[src/rtl/cpu_pkg.sv]
// Shared types for the 16-bit MIPS-style core:
// widths, opcode encodings, fetch FSM states.
package cpu_pkg;

  localparam int PC_W    = 16;
  localparam int INSTR_W = 16;

  localparam logic [2:0] OP_ALU  = 3'b000;
  localparam logic [2:0] OP_SLTI = 3'b001;
  localparam logic [2:0] OP_J    = 3'b010;
  localparam logic [2:0] OP_JAL  = 3'b011;
  localparam logic [2:0] OP_LW   = 3'b100;
  localparam logic [2:0] OP_SW   = 3'b101;
  localparam logic [2:0] OP_BEQ  = 3'b110;
  localparam logic [2:0] OP_ADDI = 3'b111;

  typedef enum logic [1:0] {
    FETCH,
    WAIT,
    DRAIN
  } fetch_state_t;

  function automatic logic [2:0] opcode_of(
    input logic [INSTR_W-1:0] instr
  );
    return instr[INSTR_W-1:INSTR_W-3];
  endfunction

endpackage

[src/rtl/fetch_fifo.sv]
// Instruction buffer: DEPTH x WIDTH synchronous FIFO.
// Ports: push/din, pop/dout, flush (beats push), full, empty.
module fetch_fifo #(
  parameter int DEPTH = 2,
  parameter int WIDTH = 32
) (
  input  logic             clk,
  input  logic             rst,
  input  logic             push,
  input  logic             pop,
  input  logic             flush,
  input  logic [WIDTH-1:0] din,
  output logic [WIDTH-1:0] dout,
  output logic             full,
  output logic             empty
);

  localparam int AW = $clog2(DEPTH);
  localparam logic [AW:0] FULL_CNT = (AW+1)'(DEPTH);

  logic [WIDTH-1:0] mem [DEPTH];
  logic [AW-1:0]    rd_ptr;
  logic [AW-1:0]    wr_ptr;
  logic [AW:0]      count;
  logic             do_push;
  logic             do_pop;

  assign full    = (count == FULL_CNT);
  assign empty   = (count == '0);
  assign do_pop  = pop && !empty;
  // a full buffer still takes a word if one leaves
  assign do_push = push && (!full || do_pop);

  // empty head reads as zero so out_* idle at 0
  assign dout = empty ? '0 : mem[rd_ptr];

  always_ff @(posedge clk) begin
    if (rst || flush) begin
      rd_ptr <= '0;
      wr_ptr <= '0;
      count  <= '0;
    end else begin
      if (do_push) wr_ptr <= wr_ptr + 1'b1;
      if (do_pop)  rd_ptr <= rd_ptr + 1'b1;
      unique case ({do_push, do_pop})
        2'b10:   count <= count + 1'b1;
        2'b01:   count <= count - 1'b1;
        default: count <= count;
      endcase
    end
  end

  always_ff @(posedge clk) begin
    if (do_push && !flush) mem[wr_ptr] <= din;
  end

endmodule

[src/rtl/instr_fetch.sv]
// Fetch unit: one-outstanding imem requests, buffered {pc,instr}
// to decode, redirect flush. Ports: imem_*, redirect_*, out_*.
module instr_fetch #(
  parameter int              PC_W     = 16,
  parameter logic [PC_W-1:0] RESET_PC = '0,
  parameter int              DEPTH    = 2
) (
  input  logic                        clk,
  input  logic                        rst,
  output logic                        imem_req,
  output logic [PC_W-1:0]             imem_addr,
  input  logic                        imem_ready,
  input  logic                        imem_rvalid,
  input  logic [cpu_pkg::INSTR_W-1:0] imem_rdata,
  input  logic                        redirect_valid,
  input  logic [PC_W-1:0]             redirect_pc,
  output logic                        out_valid,
  input  logic                        out_ready,
  output logic [cpu_pkg::INSTR_W-1:0] out_instr,
  output logic [2:0]                  out_opcode,
  output logic [PC_W-1:0]             out_pc
);

  import cpu_pkg::*;

  localparam int EW = PC_W + INSTR_W;

  fetch_state_t    state;
  fetch_state_t    state_n;
  logic [PC_W-1:0] pc;
  logic [PC_W-1:0] pc_n;
  logic [PC_W-1:0] req_pc;
  logic [PC_W-1:0] req_pc_n;
  logic            accept;
  logic            push;
  logic            pop;
  logic            flush;
  logic            full;
  logic            empty;
  logic [EW-1:0]   head;

  assign imem_req  = (state == FETCH) && !full && !rst;
  assign imem_addr = (state == FETCH && !rst) ? pc : '0;
  assign accept    = imem_req && imem_ready;

  assign out_valid           = !empty;
  assign {out_pc, out_instr} = head;
  assign out_opcode          = opcode_of(out_instr);
  assign pop                 = out_valid && out_ready;

  always_comb begin
    state_n  = state;
    pc_n     = pc;
    req_pc_n = req_pc;
    push     = 1'b0;
    flush    = 1'b0;
    unique case (state)
      FETCH: begin
        if (accept) begin
          pc_n     = pc + 1'b1;
          req_pc_n = pc;
          state_n  = WAIT;
        end
      end
      WAIT: begin
        if (imem_rvalid) begin
          push    = 1'b1;
          state_n = FETCH;
        end
      end
      DRAIN: begin
        if (imem_rvalid) state_n = FETCH;
      end
      default: state_n = FETCH;
    endcase
    // redirect overrides; an in-flight request
    // (even one accepted now) must be drained
    if (redirect_valid) begin
      flush = 1'b1;
      push  = 1'b0;
      pc_n  = redirect_pc;
      unique case (state)
        FETCH:       state_n = accept ? DRAIN : FETCH;
        WAIT, DRAIN: state_n = imem_rvalid ? FETCH : DRAIN;
        default:     state_n = FETCH;
      endcase
    end
  end

  always_ff @(posedge clk) begin
    if (rst) begin
      state  <= FETCH;
      pc     <= RESET_PC;
      req_pc <= '0;
    end else begin
      state  <= state_n;
      pc     <= pc_n;
      req_pc <= req_pc_n;
    end
  end

  fetch_fifo #(
    .DEPTH (DEPTH),
    .WIDTH (EW)
  ) u_fifo (
    .clk   (clk),
    .rst   (rst),
    .push  (push),
    .pop   (pop),
    .flush (flush),
    .din   ({req_pc, imem_rdata}),
    .dout  (head),
    .full  (full),
    .empty (empty)
  );

endmodule

[config.mk]
export PLATFORM = sky130hd
export DESIGN_NAME = instr_fetch
export DESIGN_NICKNAME = d
export VERILOG_FILES = /design/src/rtl/cpu_pkg.sv /design/src/rtl/fetch_fifo.sv /design/src/rtl/instr_fetch.sv
export SDC_FILE = /design/constraint.sdc
export NUM_CORES = 1
export LEC_CHECK = 0
export BUFFER_PORTS_ARGS = -buffer_cell sky130_fd_sc_hd__clkbuf_2
export CAP_MARGIN = 5
export CORE_MARGIN = 8
export CORE_UTILIZATION = 32
export DETAILED_ROUTE_END_ITERATION = 12
export SETUP_SLACK_MARGIN = 0.1
export SLEW_MARGIN = 0
export SYNTH_ARGS = -nofsm -noshare
export SYNTH_HDL_FRONTEND = slang
export SYNTH_SLANG_ARGS = --single-unit
[constraint.sdc]
create_clock -name clk -period 3.6 [get_ports clk]
set_clock_uncertainty 0.1 [all_clocks]
set_input_delay 0.9 -clock clk [delete_from_list [all_inputs] [get_ports clk]]
set_output_delay 0.9 -clock clk [all_outputs]
set_load 0.02 [all_outputs]
### After elaboration in Yosys (flattened, before gate mapping)

Memory sizes are Yosys's and may differ from the RTL's. A register that Yosys moved wholly into a read port is not among the register bits.
Cells that the tools add are included.

* flip-flop bits (word level): 38
* memory bits (writable): 64
* bits of input ports: 38
* output and inout bits: 53
* word-level logic and storage cells: 63
* memories: 1

Memories
* u_fifo.mem: words 2, width 32, rd ports 1, clocked after Yosys merged registers in 1, write ports 1, line fetch_fifo.sv:21 `logic [WIDTH-1:0] mem [DEPTH];`

* $add $sub $neg: 5
* eq/ne operators: 7
* multiplexer cells: 21
* reductions and logical operators: 23

Operators with widths (count)
* $mux W16: 4
* $mux W32: 1
* $add A16 B1 Y16 const B: 1
* $pmux W2 S2: 3
* $mux W2: 5
* $logic_and A1 B1 Y1: 8
* $mux W1: 8
* $eq A2 B2 Y1 const B: 3
* $reduce_and A2 Y1: 3
* $reduce_bool A2 Y1: 3
* $eq A2 B1 Y1 const B: 2
* $logic_not A1 Y1: 4
* $logic_not A2 Y1: 2
* $ne A3 B1 Y1 const B: 1
* $ne A3 B3 Y1 const B: 1
* $add A1 B1 Y1 const B: 2
* $add A2 B1 Y2 const B: 1
* $logic_or A1 B1 Y1: 2
* $reduce_or A2 Y1: 1
* $sub A2 B1 Y2 const B: 1

### Longest topological paths before layout

* word-level depth: 9
* mapped depth: 8
* mapped depth without buffers: 6

### Cells and area by module

A second synthesis with hierarchy kept.

* cells, all modules: 389
* area, all modules: 4423.0 um^2

By module, submodules not included
* fetch_fifo: instances 1, cells each 164, area each 2666.3 um^2, seq. area each 2021.9 um^2
* instr_fetch: instances 1, cells each 225, area each 1756.7 um^2, seq. area each 680.7 um^2

### Worst setup path before layout

No wires, ideal clock.

* kind: in2reg
* from: in redirect_valid
* to: mem u_fifo.mem[0][0], enable pin
* library setup time: 0.425 ns
* arrival time: 2.892 ns
* data required time: 3.075 ns
* path slack: 0.183 ns
* stages: 3
* buffers on the path: 0
* cell sequence: nand3b_1 o21ba_2 nor2b_1

* longest elaborated chain between the ends: 5
* elaborated cells on any way between the ends: 7
* those cells by class: 4 x mux; 3 x reduce/logical

RTL lines
* from (decl): line instr_fetch.sv:15 `input logic redirect_valid,`
* $mux W1: line instr_fetch.sv:78 `if (redirect_valid) begin`
* $logic_and A1 B1 Y1 / $logic_not A1 Y1 (equally long branches): line fetch_fifo.sv:32, fetch_fifo.sv:54
* $logic_and A1 B1 Y1 *: line fetch_fifo.sv:54 `if (do_push && !flush) mem[wr_ptr] <= din;`
* $mux W1 *: line fetch_fifo.sv:54
* $mux W1 (not written as such) *: line fetch_fifo.sv:54
* to (decl): line fetch_fifo.sv:21

Mark *: on every way between the ends. The rest lies on a longest branch, timed or not.

### Worst setup path after layout

* from: in rst
* to: out imem_addr[5]

* longest elaborated chain between the ends: 3

RTL lines
* from (decl): line instr_fetch.sv:9 `input logic rst,`
* $logic_not A1 Y1: line instr_fetch.sv:43 `assign imem_addr = (state == FETCH && !rst) ? pc : '0;`
* $logic_and A1 B1 Y1: line instr_fetch.sv:43
* $mux W16: line instr_fetch.sv:43
* to (decl): line instr_fetch.sv:11 `output logic [PC_W-1:0] imem_addr,`

No other way between the ends.

==> out/qor.yml <==
clocking:
  ctsHtreeMaxLevel: 3
  clkLatencyLatePin_ps: 340
  cts_resized: 0
  post_cts_buffers: 0
  cts_tree: "built"
  clk_pin_slew_ps: 60
  cts_root_buffer: "clkbuf_16"
  cts_buffers: 9
  ctsHoldBuffers: 0
  cts.sink_count: 103
  max-clock-path-buffers: 2
power:
  p_switching_mw: 0.523
  vdd_drop_max_uv: 325
  p_leak_nw: 1.95
  power_mw: 2.41
  power_frac_comb_pct: 6.1
  power.share.switching_pct: 21.7
  p_per_area_mw_per_mm2: 449
  clockPowerShare_pct: 39.8
  p_seq_share_pct: 54.0
  internal_power_mw: 1.89
floorplan:
  core-area_sq_mm: 0.0138
  ios: 91
  start_util_pct: 32.6
  rows: 43
  fp.dieH_um: 134
  die_area_sq_mm: 0.0181
  die_x_um: 134
logic_synthesis:
  syn_area_per_cell_sq_um: 11.2
  synth_common_cells: "64 x edfxtp_1, 49 x nor2_1, 42 x nand2_1"
  yosys_warnings: 0
  synth_top_area_share_pct: 42.8
  synth-edff-count: 64
  ys_seq_area_share_pct: 60.2
  ys_types: 51
  synth_area_sq_mm: 0.00449
  yosysMostFrequentCell: "edfxtp_1"
  syn_inst: 400
  async_flop_share_pct: 0
  synth_top_cell_by_area: "edfxtp_1"
  synth-seq-cells: 103
  synthTopCellsByArea: "edfxtp_1 43%, dfxtp_1 17%, mux2i_1 7.1%"
  synth-main-ff-cell: "edfxtp_1"
  syn_nets: 442
setup_path:
  r2r_start: "state[1]"
  critPathKind: "input pin to output port"
  crit_slowest_cell: "and2b_2"
  cp-endpoint: "imem_addr[5]"
  r2r-end: "pc[5]"
  ff2ff_path_depth: 6
  endpoint_kind: "output port"
  critPathRequiredTime_ps: 2600
  setup.worst_path.start_class: "input pin"
  cpLargestDelayFamily: "simple AND/OR/NAND/NOR gates"
  crit_top_cell: "clkbuf_2"
  cp.arrival_ps: 1820
  reg2reg_slack_ps: 1270
  cp-startpoint: "rst"
  crit_chain: "clkbuf_2 > and2b_2 > and2_2 > clkbuf_2"
  critical_path_depth: 4
  critPathBufInv: 2
  crit_fanout: 23
  slowest_delay_ps: 450
layout:
  fin_util_pct: 39.1
  stdcell_area_sq_mm: 0.00538
  drive_above_1_share_pct: 25.4
  area_growth_pct: 19.8
  nets: 522
  final_cells: 665
  diodes: 0
global_routing:
  grt_max_degree: 36
  grt_pass1_wl_um: 16300
  antenna_found_initial: 0
  grt_use_total_pct: 11.4
  grt_overflow: 0
  grt_pass1_vias: 3109
timing:
  fin_ws_ps: 777
  setup_violations: 0
  grt_setup_unrepaired: "no"
  finalHoldViolations: 0
  min_period_ps: 2820
  post-route-period-util_pct: 78.4
  fmax_mhz: 354
  slew_viol_final: 0
  fin_hold_ws_ps: 359
  worst_pin_slew_ps: 729
  slew_headroom_pct: 51.3
  fin_tns_setup_ps: 0
drt:
  antenna_left: 0
  firstDrtPassIters: 4
  num_vias: 3195
  drt_iter0_drc: 212
  wire_per_inst_um: 15.6
  drc: 0
  avgViaCountPerCell: 4.80
  routed_wl_um: 10400
outcome:
  status: "finished, final reports clean"
min_path:
  hp-class: "flip-flop to flip-flop"
placement:
  port_buffers: 90
  gp_congestion: 0.807
  dpl.cell_count: 649
  pre_cts_slack_ps: 760
  hpwl_um: 7360
  place_area_sq_mm: 0.00508
run:
  cap_violations: 0
[worst min path at each step]
stage	startpoint	end	slack (ps)	depth (start not counted)
after detailed placement	req_pc[3]	u_fifo.mem[0][19]	340	0
after CTS	req_pc[6]	u_fifo.mem[1][22]	360	0
after global routing	req_pc[6]	u_fifo.mem[1][22]	370	0
final	req_pc[0]	u_fifo.mem[0][16]	360	0
after floorplan	req_pc[0]	u_fifo.mem[0][16]	330	0
after global placement	req_pc[0]	u_fifo.mem[0][16]	340	0
[layout make-up]
class                   count  area (sq um)
fillers                  1376          8390
well taps                 180           225
multi-input cells         259          1610
clock inverters             4          55.1
repair buffers             98           510
clock buffers              12           246
flip-flops and latches    103          2700
inverters                   9          33.8
[routing by layer]
layer  part of all wire (%)  GRT usage (%)  vias to the layer above
met5                      0              0                        -
met4                    1.8           5.05                        0
met3                    6.6           3.23                       13
met2                     47           18.6                      101
met1                     45           13.9                     1501
li1                       -              -                     1580
[layout by cell type, fill, tap and decap left out, types with 2 or more instances in the layout]
cell       Yosys  routed
o31ai_1        3       3
xor2_1         4       4
dfxtp_1       39      38
nand2_1       42      42
and2_1        20      20
nor4_1         2       2
o31a_1         3       3
and3_1         3       3
clkbuf_16      0       9
o21a_1         3       3
a21oi_1       21      21
clkbuf_1      15       2
clkinv_4       0       2
a211oi_1       4       4
nor3_1         7       7
nand3_1        8       8
nand4_1        8       8
a311oi_1       4       4
or4_1          2       2
nor2_1        49      48
a211o_1        2       2
inv_1          9       9
a31oi_1        4       4
edfxtp_1      64      64
ha_1           4       4
o22ai_1        4       4
o21ai_0        4       4
buf_4          4       8
clkbuf_2       0      90
mux2i_1       32      32
xnor2_1        7       7
[cell families (layout without fill, tap and decap cells)]
| kind of cell | after synthesis | count (layout) | synth area share [%] |
|---|---|---|---|
| multiplexers | 32 | 32 | 7.13 |
| adder cells (fa/ha/maj) | 4 | 4 | 1.11 |
| AO/OA/AOI/OAI | 55 | 55 | 7.91 |
| XOR/XNOR | 11 | 11 | 2.14 |
| flip-flops | 103 | 103 | 60.2 |
| AND/OR/NAND/NOR | 157 | 157 | 17.2 |
| buffers and inverters | 38 | 123 | 4.32 |
[power groups by stage]
stage	clock network, mW	registers [mW]	logic (mW)
2_1_floorplan	0	1.31	0.102
3_3_place_gp	0	1.33	0.146
3_5_place_dp	0	1.33	0.149
4_1_cts	0.988	1.30	0.150
5_1_grt	1.03	1.31	0.165
6_report	0.962	1.30	0.148
[state kept, by name, summed over array words and instances, names as in the netlist, named ones only]
register / count
u_fifo.wr_ptr: 1
u_fifo.mem: 64
u_fifo.rd_ptr: 1
state: 2
u_fifo.count: 2
pc: 16
req_pc: 16
No activity file was read; power rests on OpenSTA's default activity.
